**src/rtl/imm_extend_pipe_pkg.sv**
```systemverilog
// imm_extend_pipe_pkg: immediate type codes and default width shared by the immediate pipeline
package imm_extend_pipe_pkg;
  typedef enum logic [2:0] {
    RTYPE = 3'd0,
    ITYPE = 3'd1,
    STYPE = 3'd2,
    BTYPE = 3'd3,
    UTYPE = 3'd4,
    JTYPE = 3'd5,
    ZTYPE = 3'd6,
    UNDEF = 3'd7
  } imm_type_e;
  localparam int XLEN_DEFAULT = 32;
endpackage

```
**src/rtl/imm_extend_core.sv**
```systemverilog
// imm_extend_core: combinational RV32I/RV64I immediate decode and sign-extend to XLEN
// IMM_CSR_ZIMM_EN: when defined, ZTYPE decodes the CSR zimm field instead of flagging illegal
module imm_extend_core import imm_extend_pipe_pkg::*; #(
  parameter int XLEN = XLEN_DEFAULT
) (
  input  logic [31:0]     inst,
  input  logic [2:0]      imm_type,
  output logic [XLEN-1:0] imm,
  output logic            illegal
);
  logic [31:0] raw;
  logic        unused_opcode;
  assign unused_opcode = ^inst[6:0];
  always_comb begin
    raw     = '0;
    illegal = 1'b0;
    case (imm_type)
      RTYPE:   raw = '0;
      ITYPE:   raw = {{20{inst[31]}}, inst[31:20]};
      STYPE:   raw = {{20{inst[31]}}, inst[31:25], inst[11:7]};
      BTYPE:   raw = {{19{inst[31]}}, inst[31], inst[7], inst[30:25], inst[11:8], 1'b0};
      UTYPE:   raw = {inst[31:12], 12'b0};
      JTYPE:   raw = {{11{inst[31]}}, inst[31], inst[19:12], inst[20], inst[30:21], 1'b0};
`ifdef IMM_CSR_ZIMM_EN
      ZTYPE:   raw = {27'b0, inst[19:15]};
`endif
      default: illegal = 1'b1;
    endcase
  end
  // RV64 extends every type (including U) from bit 31; zimm has bit 31 clear so stays zero-extended
  assign imm = XLEN'(signed'(raw));
endmodule

```
**src/rtl/imm_extend_pipe.sv**
```systemverilog
// imm_extend_pipe: ID/EX immediate segment, decode then LATENCY stage registers with bubble/flush
// IMM_CSR_ZIMM_EN: forwarded to imm_extend_core to enable the CSR zimm decode
module imm_extend_pipe import imm_extend_pipe_pkg::*; #(
  parameter int XLEN    = XLEN_DEFAULT,
  parameter int LATENCY = 1
) (
  input  logic            clk,
  input  logic            rst,
  input  logic            in_valid,
  input  logic [31:0]     inst,
  input  logic [2:0]      imm_type,
  input  logic            bubble,
  input  logic            flush,
  output logic            out_valid,
  output logic [XLEN-1:0] imm,
  output logic            imm_illegal
);
  logic [XLEN-1:0]    dec_imm, imm_d;
  logic               dec_ill, ill_d;
  logic [LATENCY-1:0] valid_q, ill_q;
  logic [XLEN-1:0]    imm_q [LATENCY];
  imm_extend_core #(.XLEN(XLEN)) u_core (
    .inst     (inst),
    .imm_type (imm_type),
    .imm      (dec_imm),
    .illegal  (dec_ill)
  );
  // empty slots enter as all-zero so nothing stale trails a bubble
  assign imm_d = in_valid ? dec_imm : '0;
  assign ill_d = in_valid & dec_ill;
  always_ff @(posedge clk) begin
    if (rst || flush) begin
      valid_q <= '0;
      ill_q   <= '0;
      for (int s = 0; s < LATENCY; s++) imm_q[s] <= '0;
    end else if (!bubble) begin
      valid_q[0] <= in_valid;
      ill_q[0]   <= ill_d;
      imm_q[0]   <= imm_d;
      for (int s = 1; s < LATENCY; s++) begin
        valid_q[s] <= valid_q[s-1];
        ill_q[s]   <= ill_q[s-1];
        imm_q[s]   <= imm_q[s-1];
      end
    end
  end
  assign out_valid   = valid_q[LATENCY-1];
  assign imm         = imm_q[LATENCY-1];
  assign imm_illegal = valid_q[LATENCY-1] & ill_q[LATENCY-1];
endmodule

```
**config.mk**
```make
export PLATFORM = sky130hd
export DESIGN_NAME = imm_extend_pipe
export DESIGN_NICKNAME = d
export VERILOG_FILES = /design/src/rtl/imm_extend_pipe_pkg.sv /design/src/rtl/imm_extend_core.sv /design/src/rtl/imm_extend_pipe.sv
export SDC_FILE = /design/constraint.sdc
export NUM_CORES = 1
export LEC_CHECK = 0
export CAP_MARGIN = 20
export CORE_MARGIN = 2
export CORE_UTILIZATION = 39
export DETAILED_ROUTE_END_ITERATION = 10
export PLACE_DENSITY = 0.76
export SYNTH_ARGS = -nofsm -noshare
export SYNTH_HDL_FRONTEND = slang
export SYNTH_SLANG_ARGS = --single-unit
```
**constraint.sdc**
```tcl
create_clock -name clk -period 2.2 [get_ports clk]
set_input_delay 0.44 -clock clk [delete_from_list [all_inputs] [get_ports clk]]
set_output_delay 0.44 -clock clk [all_outputs]
set_load 0.01 [all_outputs]
```
# Yosys cells after proc, flatten, opt, wreduce, memory -nomap -nowiden
# Memories as Yosys holds them, arrays and structs flattened.
# Index checks and enable logic that the tools add are counted.
# Widths: inputs -> output; s select.
[totals]
output_inout_bits = 34
n_memories = 1
ram_bits = 32
latch_bits = 0
mem_bits_ro = 0
inputBits = 40
word_cells = 24
ff_bits = 2
[mem_list]
columns = ["name", "depth", "word_bits", "read_ports", "rd_clocked_by_memory_dff", "write_ports", "line_no", "text"]
rows = [
  ["imm_q", 1, 32, 1, 0, 1, "imm_extend_pipe.sv:21", "logic [XLEN-1:0] imm_q [LATENCY];"],
]
[op_classes]
n_bitwise = 2
mux = 10
div = 0
mul = 0
reduce_logical = 4
n_eq_ne = 5
add_sub_neg = 0
n_shift = 0
order_cmp = 0
[ops]
columns = ["operator", "count"]
rows = [
  ["$pmux 32 s5", 1],
  ["$mux 32", 2],
  ["$reduce_or 32->1", 1],
  ["$mux 1", 7],
  ["$eq 3x2->1 const B", 2],
  ["$eq 3x3->1 const B", 2],
  ["$reduce_or 6->1", 1],
  ["$eq 3x1->1 const B", 1],
  ["$logic_not 3->1", 1],
  ["$and 1x1->1", 2],
  ["$logic_or 1x1->1", 1],
]

# Logic depth before layout (Yosys ltp)
# Gate-level depths: netlist of run 1.
[logic_depth]
ltp_word = 5
mapped_depth = 5
depth_no_buf = 3

# By module
# From an unflattened synthesis of run 1, not the netlist that was laid out.
[hier_totals]
cells_unflattened = 150
hier_area_um2 = 1776.7
[modules_own_cells]
columns = ["module", "cells_each", "area_per_inst_um2", "instances", "seq_area_each_um2"]
rows = [
  ["imm_extend_pipe", 78, 1313.8, 1, 1001.0],
  ["imm_extend_core", 72, 462.9, 1, 0.0],
]

# Worst setup path before layout of run 1
# Ideal clock, no wire load.
[synth_path]
path_type = "input -> register"
startpoint = "in bubble"
endpoint = "mem imm_q[0][11] in the netlist's numbering (data pin)"
n_path_buf = 1
path_slack_ns = 0.443
required_time_ns = 2.048
arrival_ns = 1.605
cell_stages = 4
cell_sequence = "or4b_4 buf_6 or3b_1 a31oi_1"
[synth_between]
elab_chain_len = 5
[synth_rtl]
columns = ["item", "line_no", "text"]
rows = [
  ["start: declaration", "imm_extend_pipe.sv:12", "input logic bubble,"],
  ["$mux 1", "imm_extend_pipe.sv:36", "end else if (!bubble) begin"],
  ["$mux 1", "imm_extend_pipe.sv:32", "if (rst || flush) begin"],
  ["$mux 1 (implied by the code)", "imm_extend_pipe.sv:39", "imm_q[0] <= imm_d;"],
  ["$reduce_or 32->1 (no line)", "n/a", ""],
  ["$mux 32 (no line)", "n/a", ""],
  ["end: declaration", "imm_extend_pipe.sv:21", ""],
]
# No other way between the ends.

# Final worst setup path of run 1
# Ends and elaborated chain as after synthesis.

==> results.toml, run 1 <==
[placed_design]
dpl.hpwl_um = 2480
dp_slack_ns = 0.0168
numPortBuffers = 66
gp_congestion = 0.751
dp_cells = 235

[critical_path]
critPathLaunchType = "input pin"
end_kind = "flip-flop"
worstPathCellList = "clkdlybuf4s50_1 > or4b_4 > or3b_1 > a31oi_1"
reg2reg_to = "ill_q$_SDFFE_PP0N_"
crit_path_top_delay_cell = "or4b_4"
cp_max_fo = 4
cp.depth = 4
worst-r2r-setup-slack_ns = 1.66
crit_start = "bubble"
crit_family = "simple AND/OR/NAND/NOR gates"
worst_ep_arrival_time_ns = 2.02
rr_worst_depth = 2
r2r_start = "ill_q$_SDFFE_PP0N_"
crit_buf_inv = 1
crit_type = "input pin to flip-flop"
slowest_delay_ns = 0.57
endpoint = "imm_q[0][11]$_SDFFCE_PN0P_"
cp.required_ns = 2.32

[synth]
syn_area_um2 = 1470
yosysWarnings = 0
netlist_instances = 124
ys_seq_area_share_pct = 68.2
avgSynthCellArea_um2 = 11.8
synth_cell_type_count = 22
ys_ff_latch = 34
synth_nets = 164

[global_route]
grt_usage_pct = 16.8
grt_pass1_wl_um = 5250
gr-total-overflow = 0
antenna_found_initial = 0
grt_pass1_vias = 1144
grt_max_degree = 33

[clock_tree]
clk_latency_ns = 0.28
clk_pin_slew_ns = 0.06
cts_setup_buffers = 0
post_cts_resized = 0
cts_buffer_depth = 2
hold_buffers = 0
cts_htree_levels = 2
clock-root-buffer = "clkbuf_8"
cts_buffers = 5
cts_num_sinks = 34
cts_tree = "done"

[timing]
period_share_pct = 86.1
fmax_mhz = 528
setup_viol = 0
skew_ns = 0
drv_slew = 0
tightest_slew_ns = 0.625
slew_headroom_pct = 58.1
hold_violations = 0
rsz0062_at_grt = "false"
setup_ws_ns = 0.305
tns_ns = 0
fin_crit_ns = 1.89

[cells_and_area]
num_antenna_cells = 0
final_common_cell = "clkdlybuf4s50_1"
num-nets-final = 234
final_cell_mix = "clkdlybuf4s50_1 (66), edfxtp_1 (32), nand2_1 (24)"
syn2layout_area_growth_pct = 54.6
drive_gt1_share_pct = 6.15
final_cells = 243

[worst_hold_path]
hold_class = "flip-flop to flip-flop"

[floorplanning]
start_util_pct = 40.4
die_y_um = 65.3
io_pins = 74
rows = 22
coreArea_um2 = 3630
fp.dieW_um = 65.3
dieArea_um2 = 4270

[status]
status = "finished clean"

[power_and_ir_drop]
leakage_nw = 0.818
p_per_area_nw_per_um2 = 601
ir_drop_mv = 0.274

[route]
firstDrtPassIters = 4
dr_total_vias = 1204
via_per_inst = 4.95
first_iter_violations = 38
totalWireLength_um = 3280
wl_per_cell_um = 13.5
drc = 0
ant_nets = 0

[flow_run]
drv_cap = 0
-- synth_stat cells, drive strengths merged --
master	count	area, um^2
a211oi	1	7.51
a21oi	19	95.1
a22oi	4	30.0
a31oi	1	6.26
and2	7	43.8
buf	1	11.3
clkbuf	7	26.3
dfxtp	2	40.0
edfxtp	32	961
inv	2	7.51
nand2	24	90.1
nand3	2	10.0
nand3b	2	15.0
nor2	6	22.5
nor2b	5	31.3
nor3	1	5.00
nor3b	3	27.5
o21ai	3	15.0
or3b	1	8.76
or4b	1	13.8
-- how the worst min path moves through the flow --
stage / start / endpoint / slack [ns] / cells after the start
3_5_place_dp: out_valid$_SDFFE_PP0N_ / out_valid$_SDFFE_PP0N_ / 0.46 / 2
3_3_place_gp: out_valid$_SDFFE_PP0N_ / out_valid$_SDFFE_PP0N_ / 0.44 / 2
5_1_grt: ill_q$_SDFFE_PP0N_ / ill_q$_SDFFE_PP0N_ / 0.49 / 2
6_report: out_valid$_SDFFE_PP0N_ / out_valid$_SDFFE_PP0N_ / 0.47 / 2
2_1_floorplan: ill_q$_SDFFE_PP0N_ / ill_q$_SDFFE_PP0N_ / 0.42 / 2
4_1_cts: out_valid$_SDFFE_PP0N_ / out_valid$_SDFFE_PP0N_ / 0.47 / 2
-- flip-flops by register name (all words and copies together), names as in the netlist --
register   count
ill_q          1
imm_q         32
out_valid      1
-- kinds of logic after synthesis --
family	count (synthesis)	synth area share (%)
AO/OA/AOI/OAI	28	10.5
buffers and inverters	10	3.07
flip-flops	34	68.2
AND/OR/NAND/NOR	52	18.2
-- layer usage --
metal  up-vias  wire [um]  GRT usage [%]
met3         7        228           5.99
met4         0         92           10.4
met2        60       1640           27.6
met1       554       1320           18.6
met5         -          0              0
li1        583          -              -
-- final cells by class --
| type | count | area (um^2) |
|---|---|---|
| Inverter | 2 | 7.51 |
| Clock buffer | 8 | 80.1 |
| Multi-Input combinational cell | 80 | 422 |
| Tap cell | 48 | 60.1 |
| Fill cell | 283 | 1370 |
| Timing Repair Buffer | 71 | 698 |
| Sequential cell | 34 | 1000 |
-- power breakdown --
part | switching [mW] | internal, mW | total, mW
sequential | 0.00849 | 0.735 | 0.744
clock | 0.196 | 0.224 | 0.420
combinational | 0.0816 | 0.118 | 0.199
total | 0.286 | 1.08 | 1.36
-- through the flow --
step / instance area [um^2] / hold WS, ns / total power, mW / util, %
2_1_floorplan: 1470 / 0.417 / 0.822 / -
3_3_place_gp: 2190 / 0.440 / 0.952 / 60.2
3_5_place_dp: 2190 / 0.456 / 0.957 / 60.2
4_1_cts: 2270 / 0.466 / 1.37 / 62.4
5_1_grt: 2270 / 0.493 / 1.42 / 62.4
6_report: 2270 / 0.465 / 1.36 / 62.4
-- worst register-to-register path: stages (launching register included) --
cell and delay (ns):
dfxtp_1 0.31, nand2_1 0.04, o21ai_0 0.07
Note: power is estimated with default switching activity, not from simulation.
==> run 2, diff against run 1 <==
CORE_UTILIZATION = 36   (was 39)
GPL_TIMING_DRIVEN = 0   (was not set)
PLACE_DENSITY = 0.74   (was 0.76)
clock period = 1.5 ns   (was 2.2 ns; I/O delays follow)
==> results.toml, run 2 (synthesis gave the netlist of run 1 again) <==
[critical_path]
r2r_start = "out_valid$_SDFFE_PP0N_"
rr_worst_depth = 2
endpoint = "imm_q[0][11]$_SDFFCE_PN0P_"
slowest_delay_ns = 0.58
crit_start = "bubble"
crit_buf_inv = 1
crit_family = "simple AND/OR/NAND/NOR gates"
reg2reg_to = "out_valid$_SDFFE_PP0N_"
worst-r2r-setup-slack_ns = 0.95
cp_max_fo = 5
worst_ep_arrival_time_ns = 1.61
critPathLaunchType = "input pin"
cp.required_ns = 1.63
end_kind = "flip-flop"
worstPathCellList = "clkdlybuf4s15_1 > or4b_4 > or3b_4 > a31oi_1"
cp.depth = 4
crit_path_top_delay_cell = "or4b_4"
crit_type = "input pin to flip-flop"

[global_route]
grt_pass1_wl_um = 5280
grt_usage_pct = 16.5
antenna_found_initial = 0
gr-total-overflow = 0
grt_max_degree = 17
grt_pass1_vias = 1103

[clock_tree]
clk_pin_slew_ns = 0.06
clock-root-buffer = "clkbuf_8"
cts_htree_levels = 2
cts_buffer_depth = 2
cts_tree = "done"
cts_num_sinks = 34
clk_latency_ns = 0.28
cts_buffers = 5

[floorplanning]
coreArea_um2 = 3970
start_util_pct = 37.0
die_y_um = 67.9
fp.dieW_um = 67.9
dieArea_um2 = 4600
io_pins = 74
rows = 23

[route]
firstDrtPassIters = 4
wl_per_cell_um = 14.3
via_per_inst = 4.80
dr_total_vias = 1209
first_iter_violations = 75
ant_nets = 0
totalWireLength_um = 3610
drc = 0

[placed_design]
numPortBuffers = 64
gp_congestion = 0.697
dpl.hpwl_um = 2520

[cells_and_area]
syn2layout_area_growth_pct = 58.5
drive_gt1_share_pct = 11.4
final_cell_mix = "clkdlybuf4s50_1 (52), edfxtp_1 (32), nand2_1 (24)"
num_antenna_cells = 0
num-nets-final = 241
largest-register = "imm_q"
post-route-util_pct = 58.6
final_common_cell = "clkdlybuf4s50_1"
largest_register_ffs = 32

[timing]
hold_violations = 0
tightest_slew_ns = 0.652
skew_ns = 0
fin_crit_ns = 1.48
fmax_mhz = 678
period_share_pct = 98.4
slew_headroom_pct = 56.2
setup_viol = 0
drv_slew = 0

[status]
status = "finished clean"

[power_and_ir_drop]
p_per_area_nw_per_um2 = 868
ir_drop_mv = 0.440
leakage_nw = 0.949
total_power_mw = 2.02

[worst_hold_path]
hold_class = "input pin to flip-flop"

[flow_run]
drv_cap = 0
## run 2: per-layer routing
| layer | track usage (%) | wire length [um] | up-vias |
|---|---|---|---|
| li1 | - | - | 594 |
| met1 | 21.5 | 1520 | 546 |
| met2 | 24.3 | 1700 | 59 |
| met3 | 5.59 | 303 | 10 |
| met4 | 9.00 | 83 | 0 |
| met5 | 0 | 0 | - |
## run 2: layout make-up
class                           count  area, um^2
Multi-Input combinational cell     80         434
Timing Repair Buffer               70         697
Tap cell                           50        62.6
Sequential cell                    34        1000
Inverter                            2        11.3
Timing Repair inverter              1        7.51
Buffer                              7        32.5
Clock buffer                        8        80.1
Fill cell                         341        1650
## run 2: worst min path at each step
stage          slack [ns]  cells past startpoint              startpoint                endpoint
6_report             0.37                      4                   flush  out_valid$_SDFFE_PP0N_
5_1_grt              0.40                      4                   flush  out_valid$_SDFFE_PP0N_
4_1_cts              0.45                      4                     rst  out_valid$_SDFFE_PP0N_
3_5_place_dp         0.46                      2  out_valid$_SDFFE_PP0N_  out_valid$_SDFFE_PP0N_
3_3_place_gp         0.44                      2      ill_q$_SDFFE_PP0N_      ill_q$_SDFFE_PP0N_
2_1_floorplan        0.42                      2      ill_q$_SDFFE_PP0N_      ill_q$_SDFFE_PP0N_
## run 2: per-stage QoR
step	std cells	cell area (um^2)	hold WS (ns)	TNS, ns	setup slack, ns
floorplan	124	1470	0.417	-0.125	-0.0936
global route	252	2330	0.396	-0.0495	-0.0427
detailed placement	238	2170	0.456	-36.56	-0.667
finish	252	2330	0.370	0	0.0242
CTS	252	2310	0.448	0	0.00285
global placement	238	2170	0.442	-33.73	-0.619
## run 2: where the power goes
part | switching [mW] | internal [mW] | total, mW | leakage (nW)
Combinational | 0.125 | 0.170 | 0.295 | 0.523
Sequential | 0.0127 | 1.08 | 1.09 | 0.387
Clock | 0.305 | 0.329 | 0.634 | 0.0395
Total | 0.443 | 1.58 | 2.02 | 0.949
## run 2: worst reg2reg max path, cell delays in order (launching register included)
cell and delay (ns):
dfxtp_1 0.32, nand2_1 0.05, nand2_1 0.05
## run 2: timing repair
action / CTS / global route
cloned: 1 / 0
hold buffers: 0 / 0
setup endpoints to repair: 61 / 27
pin swaps: 2 / 2
gates resized for setup: 17 / 9
setup buffers: 6 / 0
==> run 3, diff against run 2 <==
CORE_ASPECT_RATIO = 0.9   (was not set)
==> results.toml, run 3 (synthesis gave the netlist of run 1 again) <==
[status]
status = "finished clean"

[floorplanning]
dieArea_um2 = 4600
start_util_pct = 36.8
io_pins = 74
rows = 22
fp.dieW_um = 71.3
coreArea_um2 = 3990
die_y_um = 64.6

[cells_and_area]
drive_gt1_share_pct = 9.64
final_common_cell = "clkdlybuf4s50_1"
largest_register_ffs = 32
fillers = 331
final_cell_mix = "clkdlybuf4s50_1 (56), edfxtp_1 (32), nand2_1 (24)"
final_cells = 245
num_antenna_cells = 0
largest-register = "imm_q"
num-nets-final = 236
syn2layout_area_growth_pct = 56.9

[clock_tree]
clk_pin_slew_ns = 0.07
cts_tree = "done"
cts_buffers = 5
cts_num_sinks = 34
clock-root-buffer = "clkbuf_8"
cts_buffer_depth = 2
clk_latency_ns = 0.28
cts_htree_levels = 2

[global_route]
antenna_found_initial = 0
grt_usage_pct = 16.4
grt_pass1_vias = 1233
grt_max_degree = 21
grt_pass1_wl_um = 5720
gr-total-overflow = 0

[critical_path]
worst_ep_arrival_time_ns = 1.16
crit_family = "buffers and inverters"
crit_buf_inv = 1
slowest_delay_ns = 0.53
end_kind = "output port"
crit_type = "flip-flop to output port"
cp_max_fo = 1
cp.required_ns = 1.20
worstPathCellList = "clkdlybuf4s50_1"
critPathLaunchType = "flip-flop"
crit_path_top_delay_cell = "clkdlybuf4s50_1"

[worst_hold_path]
hold_class = "input pin to flip-flop"

[placed_design]
dp_slack_ns = -0.585
numPortBuffers = 64
dp_cells = 237
dpl.hpwl_um = 2620
gp_congestion = 0.850

[timing]
drv_slew = 0
rsz0062_at_grt = "false"
setup_viol = 0
fmax_mhz = 685
period_share_pct = 97.3
slew_headroom_pct = 59.9
fin_crit_ns = 1.46
hold_violations = 0
setup_ws_ns = 0.0398
tightest_slew_ns = 0.597
skew_ns = 0

[power_and_ir_drop]
leakage_nw = 0.880
ir_drop_mv = 0.464
p_per_area_nw_per_um2 = 873
total_power_mw = 2.01

[route]
first_iter_violations = 109
ant_nets = 0
drc = 0
totalWireLength_um = 3630
via_per_inst = 5.05
firstDrtPassIters = 4
dr_total_vias = 1238
wl_per_cell_um = 14.8

[flow_run]
drv_cap = 0
## run 3: cell count changes in the layout (fill, tap and decap cells not counted), moves of 2 or more
cell	change
buf_4	-5
clkbuf_1	-2
clkdlybuf4s50_1	+4
clkinvlp_4	-2
dlymetal6s2s_1	-4
nor3b_2	-2
## run 3: final cells by class
type | count | area, um^2 | share of cell area [%]
Timing Repair Buffer | 66 | 671 | 29.1
Inverter | 2 | 7.51 | 0.326
Tap cell | 48 | 60.1 | 2.61
Clock inverter | 2 | 8.76 | 0.380
Clock buffer | 6 | 72.6 | 3.15
Sequential cell | 34 | 1000 | 43.5
Buffer | 7 | 32.5 | 1.41
Multi-Input combinational cell | 80 | 450 | 19.6
## run 3: worst paths after layout
kind | slack, ns | endpoint | startpoint | depth (start not counted)
setup / recovery | 0.04 | imm[11] | imm_q[0][11]$_SDFFCE_PN0P_ | 1
hold / removal | 0.33 | out_valid$_SDFFE_PP0N_ | rst | 4
setup reg to reg | 0.95 | out_valid$_SDFFE_PP0N_ | out_valid$_SDFFE_PP0N_ | 2
hold reg to reg | 0.46 | out_valid$_SDFFE_PP0N_ | out_valid$_SDFFE_PP0N_ | 2
## run 3: what timing repair did
action | in CTS | in global routing
hold buffers | 0 | 0
endpoints found under the setup margin | 62 | 47
setup buffers | 1 | 0
pin swaps | 2 | 2
gates resized for setup | 16 | 8
## run 3: per-layer routing
layer | share of wire [%] | GRT usage (%)
met1 | 39 | 19.1
met2 | 50 | 27.3
met5 | 0 | 0
met3 | 9.0 | 6.53
met4 | 2.2 | 5.66
## run 3: power breakdown
part,internal [mW],leakage [nW],switching [mW]
clock,0.318,0.0426,0.305
combinational,0.170,0.451,0.127
sequential,1.08,0.387,0.0126
total,1.57,0.880,0.444
## run 3: per-stage QoR
step	instance area [um^2]	setup TNS (ns)	hold slack, ns	util, %
floorplan	1470	-0.125	0.417	-
global placement	2170	-34.31	0.440	54.3
detailed placement	2200	-29.11	0.450	55.0
CTS	2280	-0.0182	0.319	57.1
global route	2300	0	0.356	57.7
finish	2300	0	0.331	57.7
